===== config.mk =====
export PLATFORM = sky130hd
export DESIGN_NAME = icache_direct_flat
export DESIGN_NICKNAME = d
export VERILOG_FILES = /design/src/rtl/icache_direct_if.sv /design/src/rtl/icache_direct.sv /design/src/flat_wrapper.sv
export SDC_FILE = /design/constraint.sdc
export NUM_CORES = 1
export LEC_CHECK = 0
export BUFFER_PORTS_ARGS = -buffer_cell sky130_fd_sc_hd__clkbuf_2
export CORE_MARGIN = 2
export CORE_UTILIZATION = 41
export CTS_CLUSTER_DIAMETER = 40
export DETAILED_ROUTE_END_ITERATION = 8
export PLACE_DENSITY = 0.63
export SYNTH_ARGS = -nofsm -noshare
export SYNTH_HDL_FRONTEND = slang
export SYNTH_SLANG_ARGS = --single-unit
export TNS_END_PERCENT = 5

===== constraint.sdc =====
create_clock -name CLK -period 8.92 [get_ports CLK]
set_input_delay 0.892 -clock CLK [delete_from_list [all_inputs] [get_ports CLK]]
set_output_delay 0.892 -clock CLK [all_outputs]
set_load 0.1 [all_outputs]

===== src/rtl/icache_direct_if.sv =====
// rtl/icache_direct_if.sv - fetch-side and memory-side signals of the direct-mapped instruction cache
interface icache_direct_if;
    logic        imemREN;
    logic [31:0] imemaddr;
    logic        ihit;
    logic [31:0] imemload;
    logic        iREN;
    logic [31:0] iaddr;
    logic        iwait;
    logic [31:0] iload;

    modport slave (
        input  imemREN, imemaddr, iwait, iload,
        output ihit, imemload, iREN, iaddr
    );

    modport master (
        output imemREN, imemaddr, iwait, iload,
        input  ihit, imemload, iREN, iaddr
    );
endinterface


===== src/rtl/icache_direct.sv =====
// rtl/icache_direct.sv - direct-mapped one-word-per-frame instruction cache with blocking refill (optional ICACHE_PERF_CNT_EN counters)
module icache_direct #(
    parameter int SETS = 16
) (
    input  logic            CLK,
    input  logic            nRST,
    icache_direct_if.slave  cif
`ifdef ICACHE_PERF_CNT_EN
    ,
    output logic [31:0]     hit_count,
    output logic [31:0]     miss_count
`endif
);
    localparam int IDXW = $clog2(SETS);
    localparam int TAGW = 30 - IDXW;

    typedef enum logic {IDLE, FETCH} state_t;

    state_t          state;
    logic [SETS-1:0] valid;
    logic [TAGW-1:0] tags  [SETS];
    logic [31:0]     words [SETS];
    logic [29:0]     miss_word;

    logic [IDXW-1:0] idx;
    logic [IDXW-1:0] fill_idx;
    logic [TAGW-1:0] atag;
    logic            hit;
    logic            miss;
    logic            fill;
    logic            unused_offset;

    // Byte offset bits never select anything: fetches are whole words.
    assign unused_offset = &{1'b0, cif.imemaddr[1:0]};

    assign idx      = cif.imemaddr[2+IDXW-1:2];
    assign atag     = cif.imemaddr[31:2+IDXW];
    assign fill_idx = miss_word[IDXW-1:0];

    assign hit  = (state == IDLE) && cif.imemREN && valid[idx] && (tags[idx] == atag);
    assign miss = (state == IDLE) && cif.imemREN && !hit;
    assign fill = (state == FETCH) && !cif.iwait;

    assign cif.ihit     = hit;
    assign cif.imemload = hit ? words[idx] : 32'd0;
    assign cif.iREN     = (state == FETCH);
    assign cif.iaddr    = (state == FETCH) ? {miss_word, 2'b00} : 32'd0;

    always_ff @(posedge CLK or negedge nRST) begin
        if (!nRST) begin
            state     <= IDLE;
            miss_word <= '0;
            valid     <= '0;
        end else begin
            case (state)
                IDLE: begin
                    if (miss) begin
                        miss_word <= cif.imemaddr[31:2];
                        state     <= FETCH;
                    end
                end
                FETCH: begin
                    // The refill always lands at the latched address, whatever the PC does meanwhile.
                    if (!cif.iwait) begin
                        valid[fill_idx] <= 1'b1;
                        state           <= IDLE;
                    end
                end
                default: state <= IDLE;
            endcase
        end
    end

    always_ff @(posedge CLK) begin
        if (fill) begin
            tags[fill_idx]  <= miss_word[29:IDXW];
            words[fill_idx] <= cif.iload;
        end
    end

`ifdef ICACHE_PERF_CNT_EN
    always_ff @(posedge CLK or negedge nRST) begin
        if (!nRST) begin
            hit_count  <= 32'd0;
            miss_count <= 32'd0;
        end else begin
            if (hit)
                hit_count <= hit_count + 32'd1;
            if (miss)
                miss_count <= miss_count + 32'd1;
        end
    end
`endif
endmodule

===== src/flat_wrapper.sv =====
// flat-port wrapper written by rule: the top's interface ports become plain ports
module icache_direct_flat 
#(
    parameter int SETS = 16
)
  (CLK, nRST, cif_imemREN, cif_imemaddr, cif_iwait, cif_iload, cif_ihit, cif_imemload, cif_iREN, cif_iaddr);
  icache_direct_if cif_i ();
  input  logic CLK;
  input  logic nRST;
  input wire logic [$bits(cif_i.imemREN)-1:0] cif_imemREN;
  input wire logic [$bits(cif_i.imemaddr)-1:0] cif_imemaddr;
  input wire logic [$bits(cif_i.iwait)-1:0] cif_iwait;
  input wire logic [$bits(cif_i.iload)-1:0] cif_iload;
  output wire logic [$bits(cif_i.ihit)-1:0] cif_ihit;
  output wire logic [$bits(cif_i.imemload)-1:0] cif_imemload;
  output wire logic [$bits(cif_i.iREN)-1:0] cif_iREN;
  output wire logic [$bits(cif_i.iaddr)-1:0] cif_iaddr;
  assign cif_i.imemREN = cif_imemREN;
  assign cif_i.imemaddr = cif_imemaddr;
  assign cif_i.iwait = cif_iwait;
  assign cif_i.iload = cif_iload;
  assign cif_ihit = cif_i.ihit;
  assign cif_imemload = cif_i.imemload;
  assign cif_iREN = cif_i.iREN;
  assign cif_iaddr = cif_i.iaddr;
  icache_direct #(.SETS(SETS)) u_core (.CLK(CLK), .nRST(nRST), .cif(cif_i));
endmodule

== Yosys cells after proc, flatten, opt, wreduce, memory -nomap -nowiden ==
Memory sizes are Yosys's and may differ from the RTL's.
Cells that the tools add are included.

* Register bits: 47
* RAM bits: 928
* Bits of input ports: 68
* Output and inout bits: 66
* Logic and storage cells: 33
* Memories kept: 2

* Magnitude comparators: 3
* Eq/ne operators: 1
* Multiplexer cells: 11
* Bitwise operators: 3
* Reductions and logical operators: 10

{| class="wikitable"
|+ Memories
! memory !! depth !! bits a word !! read ports !! clocked after memory_dff !! write ports !! RTL line !! RTL
|-
| u_core.words || 16 || 32 || 1 || 0 || 1 || icache_direct.sv:22 || <nowiki>logic [31:0] words [SETS];</nowiki>
|-
| u_core.tags || 16 || 26 || 1 || 0 || 1 || icache_direct.sv:21 || <nowiki>logic [TAGW-1:0] tags [SETS];</nowiki>
|}

{| class="wikitable"
|+ Operators with widths
! kind !! number
|-
| $mux W32 || 2
|-
| $eq A26 B26 Y1 || 1
|-
| $or A16 B16 Y16 || 1
|-
| $lt A4 B5 Y1 const B || 2
|-
| $logic_and A1 B1 Y1 || 6
|-
| $mux W1 || 6
|-
| $bmux W1 S4 || 1
|-
| $demux W1 S4 || 1
|-
| $ge A4 B1 Y1 const B || 1
|-
| $reduce_and A2 Y1 || 2
|-
| $logic_not A1 Y1 || 2
|-
| $not A1 Y1 || 2
|-
| $pmux W1 S2 || 1
|}

== Longest topological paths before layout ==
* Depth after elaboration: 8
* Depth in mapped cells: 13

== Least setup slack after synthesis ==
Ideal clock, no wire load.

* Path type: register to register
* Start: reg u_core.state, in the netlist u_core.cif.iREN
* End: reg u_core.valid[3]
* Setup time: 89 ps
* Arrival: 6610 ps
* Required time: 8831 ps
* Path slack: 2221 ps
* Cell stages (with the launch flop): 5
* Buffers on the path: 0
* Clock period less this slack: 6699 ps
* Path through: dfrtp_1 and2_1 nand2_1 nor3_1 or2_2

* Word-level cells in the longest chain between the ends: 1

{| class="wikitable"
|+ RTL lines
! what !! RTL line !! RTL
|-
| start: declaration || icache_direct.sv:19 || <nowiki>state_t state;</nowiki>
|-
| start signal: assignment || icache_direct.sv:51 || <nowiki>state <= IDLE;</nowiki>
|-
| start signal: assignment || icache_direct.sv:59 || <nowiki>state <= FETCH;</nowiki>
|-
| start signal: assignment || icache_direct.sv:66 || <nowiki>state <= IDLE;</nowiki>
|-
| $reduce_and A2 Y1 (no line) || -- ||
|-
| end signal: assignment || icache_direct.sv:53 || <nowiki>valid <= '0;</nowiki>
|-
| end signal: indexed assignment || icache_direct.sv:65 || <nowiki>valid[fill_idx] <= 1'b1;</nowiki>
|-
| end: declaration || icache_direct.sv:20 || <nowiki>logic [SETS-1:0] valid;</nowiki>
|}

Every way passes these cells.
A chain may end at the register's enable or synchronous reset.

== Worst setup path in the final report ==
* Start: in cif_imemaddr[3]
* End: out cif_imemload[31]

* Word-level cells in the longest chain between the ends: 5

{| class="wikitable"
|+ RTL lines
! what !! RTL line !! RTL
|-
| start: declaration || flat_wrapper.sv:11 || <nowiki>input wire logic [$bits(cif_i.imemaddr)-1:0] cif_imemaddr;</nowiki>
|-
| branches (longest 4 deep; another with $mem_v2 Z16 W26) || -- ||
|-
| $mux W32 (*) || icache_direct.sv:45 || <nowiki>assign cif.imemload = hit ? words[idx] : 32'd0;</nowiki>
|-
| end: declaration || flat_wrapper.sv:15 || <nowiki>output wire logic [$bits(cif_i.imemload)-1:0] cif_imemload;</nowiki>
|}

Every way passes the cells marked *. The select of a mux whose other input is x is not followed.

==> qor.csv <==
stage;metric;value;unit
route;wl;87400;microns
synth;yosys_warnings;0;
critical_path;crit_type;primary input to output port;
route;drtIter0Drc;1768;
floorplanning;start_util;0.414;
sta;min_period;6450;ps
sta;setup_tns;0;ps
floorplanning;die_area;95400;sq um
synth;synth_edf_count;928;
route;wl_per_cell;27.0;microns
clock_tree;path_clk_slew;60;ps
min_path;worstHoldPathType;primary input to asynchronous set/reset pin;
clock_tree;clk_latency;670;ps
clock_tree;tritoncts.num_buffers;119;
critical_path;worstPathRequired;8030;ps
synth;postSynth.asyncResetShare;0.0482;
sta;slew_viol_final;0;
critical_path;path_max_fanout;86;
status;status;finished clean;
floorplanning;core-area;91900;sq um
synth;syn_area_per_cell;22.7;sq um
floorplanning;rows;111;
clock_tree;cts_resized;0;
critical_path;critical_path.slowest_cell;buf_4;
place;place.port_buffers;129;
finish;final_common_cell;edfxtp_1;
sta;clock_skew;20.1;ps
critical_path;critPathBufInv;4;
synth;synth_top_area_frac;0.732;
sta;fin_crit_sh;0.723;
sta;worstMarginPinSlew;1110;ps
global_routing;grt_usage;0.185;
flow_run;cap_viol_max_count;0;
global_routing;antenna_found_initial;9;
critical_path;start_kind;primary input;
synth;yosys.area.top_type;edfxtp_1;
synth;synth.ff_latch_count;975;
route;vias;17812;
synth;synthCells;1675;
sta;hold_viol_final;0;
route;via_per_inst;5.51;
critical_path;crit_family;buffers and inverters;
floorplanning;die_h;309;microns
synth;synthTopCellsByArea;edfxtp_1, mux4_2, dfrtp_1;
route;drc;0;
global_routing;grt_start_max_net_pins;89;
synth;ys_types;49;
route;drtAntennaViolNets;0;
synth;yosysSeqAreaShare;0.762;
sta;fmax;155;MHz
clock_tree;clockBufferDepth;3;
clock_tree;h-tree-depth;3;
clock_tree;cts.root.buffer_cell;clkbuf_16;
place;dp_slack;2440;ps
floorplanning;ios;134;
clock_tree;cts_tree;done;
sta;relSlewSlack;0.259;
power_and_ir_drop;p_per_area;249;nW/um^2
critical_path;endpoint_kind;output port;
synth;synth_area;38100;sq um
finish;area_delta_synth_final;16.2;%
floorplanning;die_x;309;microns
route;dr.pass1.iters;5;
finish;nets;1953;
finish;final_cell_mix;edfxtp_1, mux4_2, clkbuf_2;
place;gp_congestion;0.794;
critical_path;worstPathArrival;5560;ps
clock_tree;cts.sinks;975;
sta;rsz0062_at_grt;false;
global_routing;grt_pass1_vias;18791;
place;hpwl;45100;microns
power_and_ir_drop;p_leak;0.0145;uW
clock_tree;postCtsSetupBuffers;0;
global_routing;grt_pass1_wl;127000;microns
sta;finalSetupViolations;0;
sta;worst_slack;2470;ps
critical_path;max_stage_delay;700;ps
power_and_ir_drop;peakVddDrop;0.000148;V
synth;ys.flop_type;edfxtp_1;
critical_path;worstPathCellList;buf_8, buf_4, mux4_2, mux2i_1, o32ai_1, nor4_2, a21oi_1, nor4_2, nand3_2, buf_4, nor2b_1, clkbuf_2;
finish;drive_above_1_share;0.341;
clock_tree;hold_buffers;0;
global_routing;overflow;0;
==> state kept, by name, summed over array words and instances (netlist names) <==
name and count:
u_core.tags 416, u_core.words 512, u_core.cif.iREN 1, u_core.valid 16
u_core.miss_word 30
==> stage by stage <==
stage / std cells / hold slack [ps] / util / cell area (sq um) / power, uW
floorplan: 1676 / 430 / - / 38100 / 6130
global placement: 3007 / 444 / 0.439 / 40300 / 6410
detailed placement: 3007 / 451 / 0.439 / 40300 / 6450
CTS: 3233 / 404 / 0.482 / 44300 / 11100
global route: 3233 / 463 / 0.482 / 44300 / 11400
finish: 3234 / 410 / 0.482 / 44300 / 11000
==> metal layers <==
metal | wire (microns) | GRT usage | share of wire
met3 | 5550 | 0.0361 | 0.064
met1 | 36200 | 0.250 | 0.41
met4 | 1810 | 0.0507 | 0.021
met5 | 89 | 0 | 0.0010
met2 | 43800 | 0.308 | 0.50
==> cell usage after synthesis, types with 2 or more instances <==
cell / instances
mux4_1: 15
o32ai_1: 2
a221oi_1: 8
dfrtp_1: 47
nor4_2: 3
buf_2: 37
buf_6: 7
buf_4: 4
mux2_2: 7
a32oi_1: 2
clkbuf_1: 33
nand4_1: 4
mux4_2: 236
o21ai_0: 5
nor2_1: 23
or2_2: 16
buf_12: 2
a21o_1: 3
or3_1: 2
nand2b_1: 5
a211oi_1: 4
xor2_1: 8
and2_1: 32
edfxtp_1: 928
mux2i_1: 72
nand3_1: 10
inv_1: 6
nand2_1: 14
a22o_1: 6
buf_1: 4
a22oi_1: 11
mux2_4: 29
a21oi_1: 3
nor3_1: 5
xnor2_1: 20
o221ai_1: 3
nor2b_1: 41
o22ai_1: 6
a31oi_1: 2
==> where the power goes <==
group,total [uW],internal [uW],switching [uW]
combinational,866,314,552
clock,4680,2780,1900
sequential,5470,5300,176
==> worst reg2reg max path, delay by kind of cell, from the launching register on <==
family | cells | cell delay (ps)
XOR/XNOR | 1 | 200
AND/OR/NAND/NOR | 2 | 230
AO/OA/AOI/OAI | 2 | 1110
multiplexers | 3 | 1170
flip-flops | 1 | 370
buffers and inverters | 1 | 550
==> layout make-up <==
type | count | area [sq um]
sequential | 975 | 29000
tap | 1243 | 1560
clock buffer | 138 | 3100
inverter | 7 | 26.3
fill | 7477 | 47700
multi-input combinational | 607 | 8680
timing repair buffer | 175 | 1020
clock inverter | 88 | 848
antenna | 1 | 2.50
==> final timing paths <==
check,depth (start not counted),end,slack [ps],start
setup / recovery,12,cif_imemload[31],2470,cif_imemaddr[3]
hold / removal,2,u_core.miss_word[7],410,nRST
setup reg to reg,9,u_core.miss_word[29],5170,u_core.tags[6][10]
hold reg to reg,1,u_core.valid[13],460,u_core.valid[13]
max in group asynchronous,2,u_core.valid[1],7980,nRST
min in group CLK,1,u_core.valid[13],460,u_core.valid[13]
==> cells by family (layout without fill, tap and decap cells) <==
logic type / Yosys count / after routing / synth area share
flip-flops: 975 / 975 / 0.762
multiplexers: 359 / 359 / 0.182
AND/OR/NAND/NOR: 158 / 158 / 0.0236
buffers and inverters: 94 / 408 / 0.0131
AO/OA/AOI/OAI: 60 / 60 / 0.0121
XOR/XNOR: 28 / 28 / 0.00644
other: 1 / 3 / 0.0000984
(Power assumes the default switching activity.)
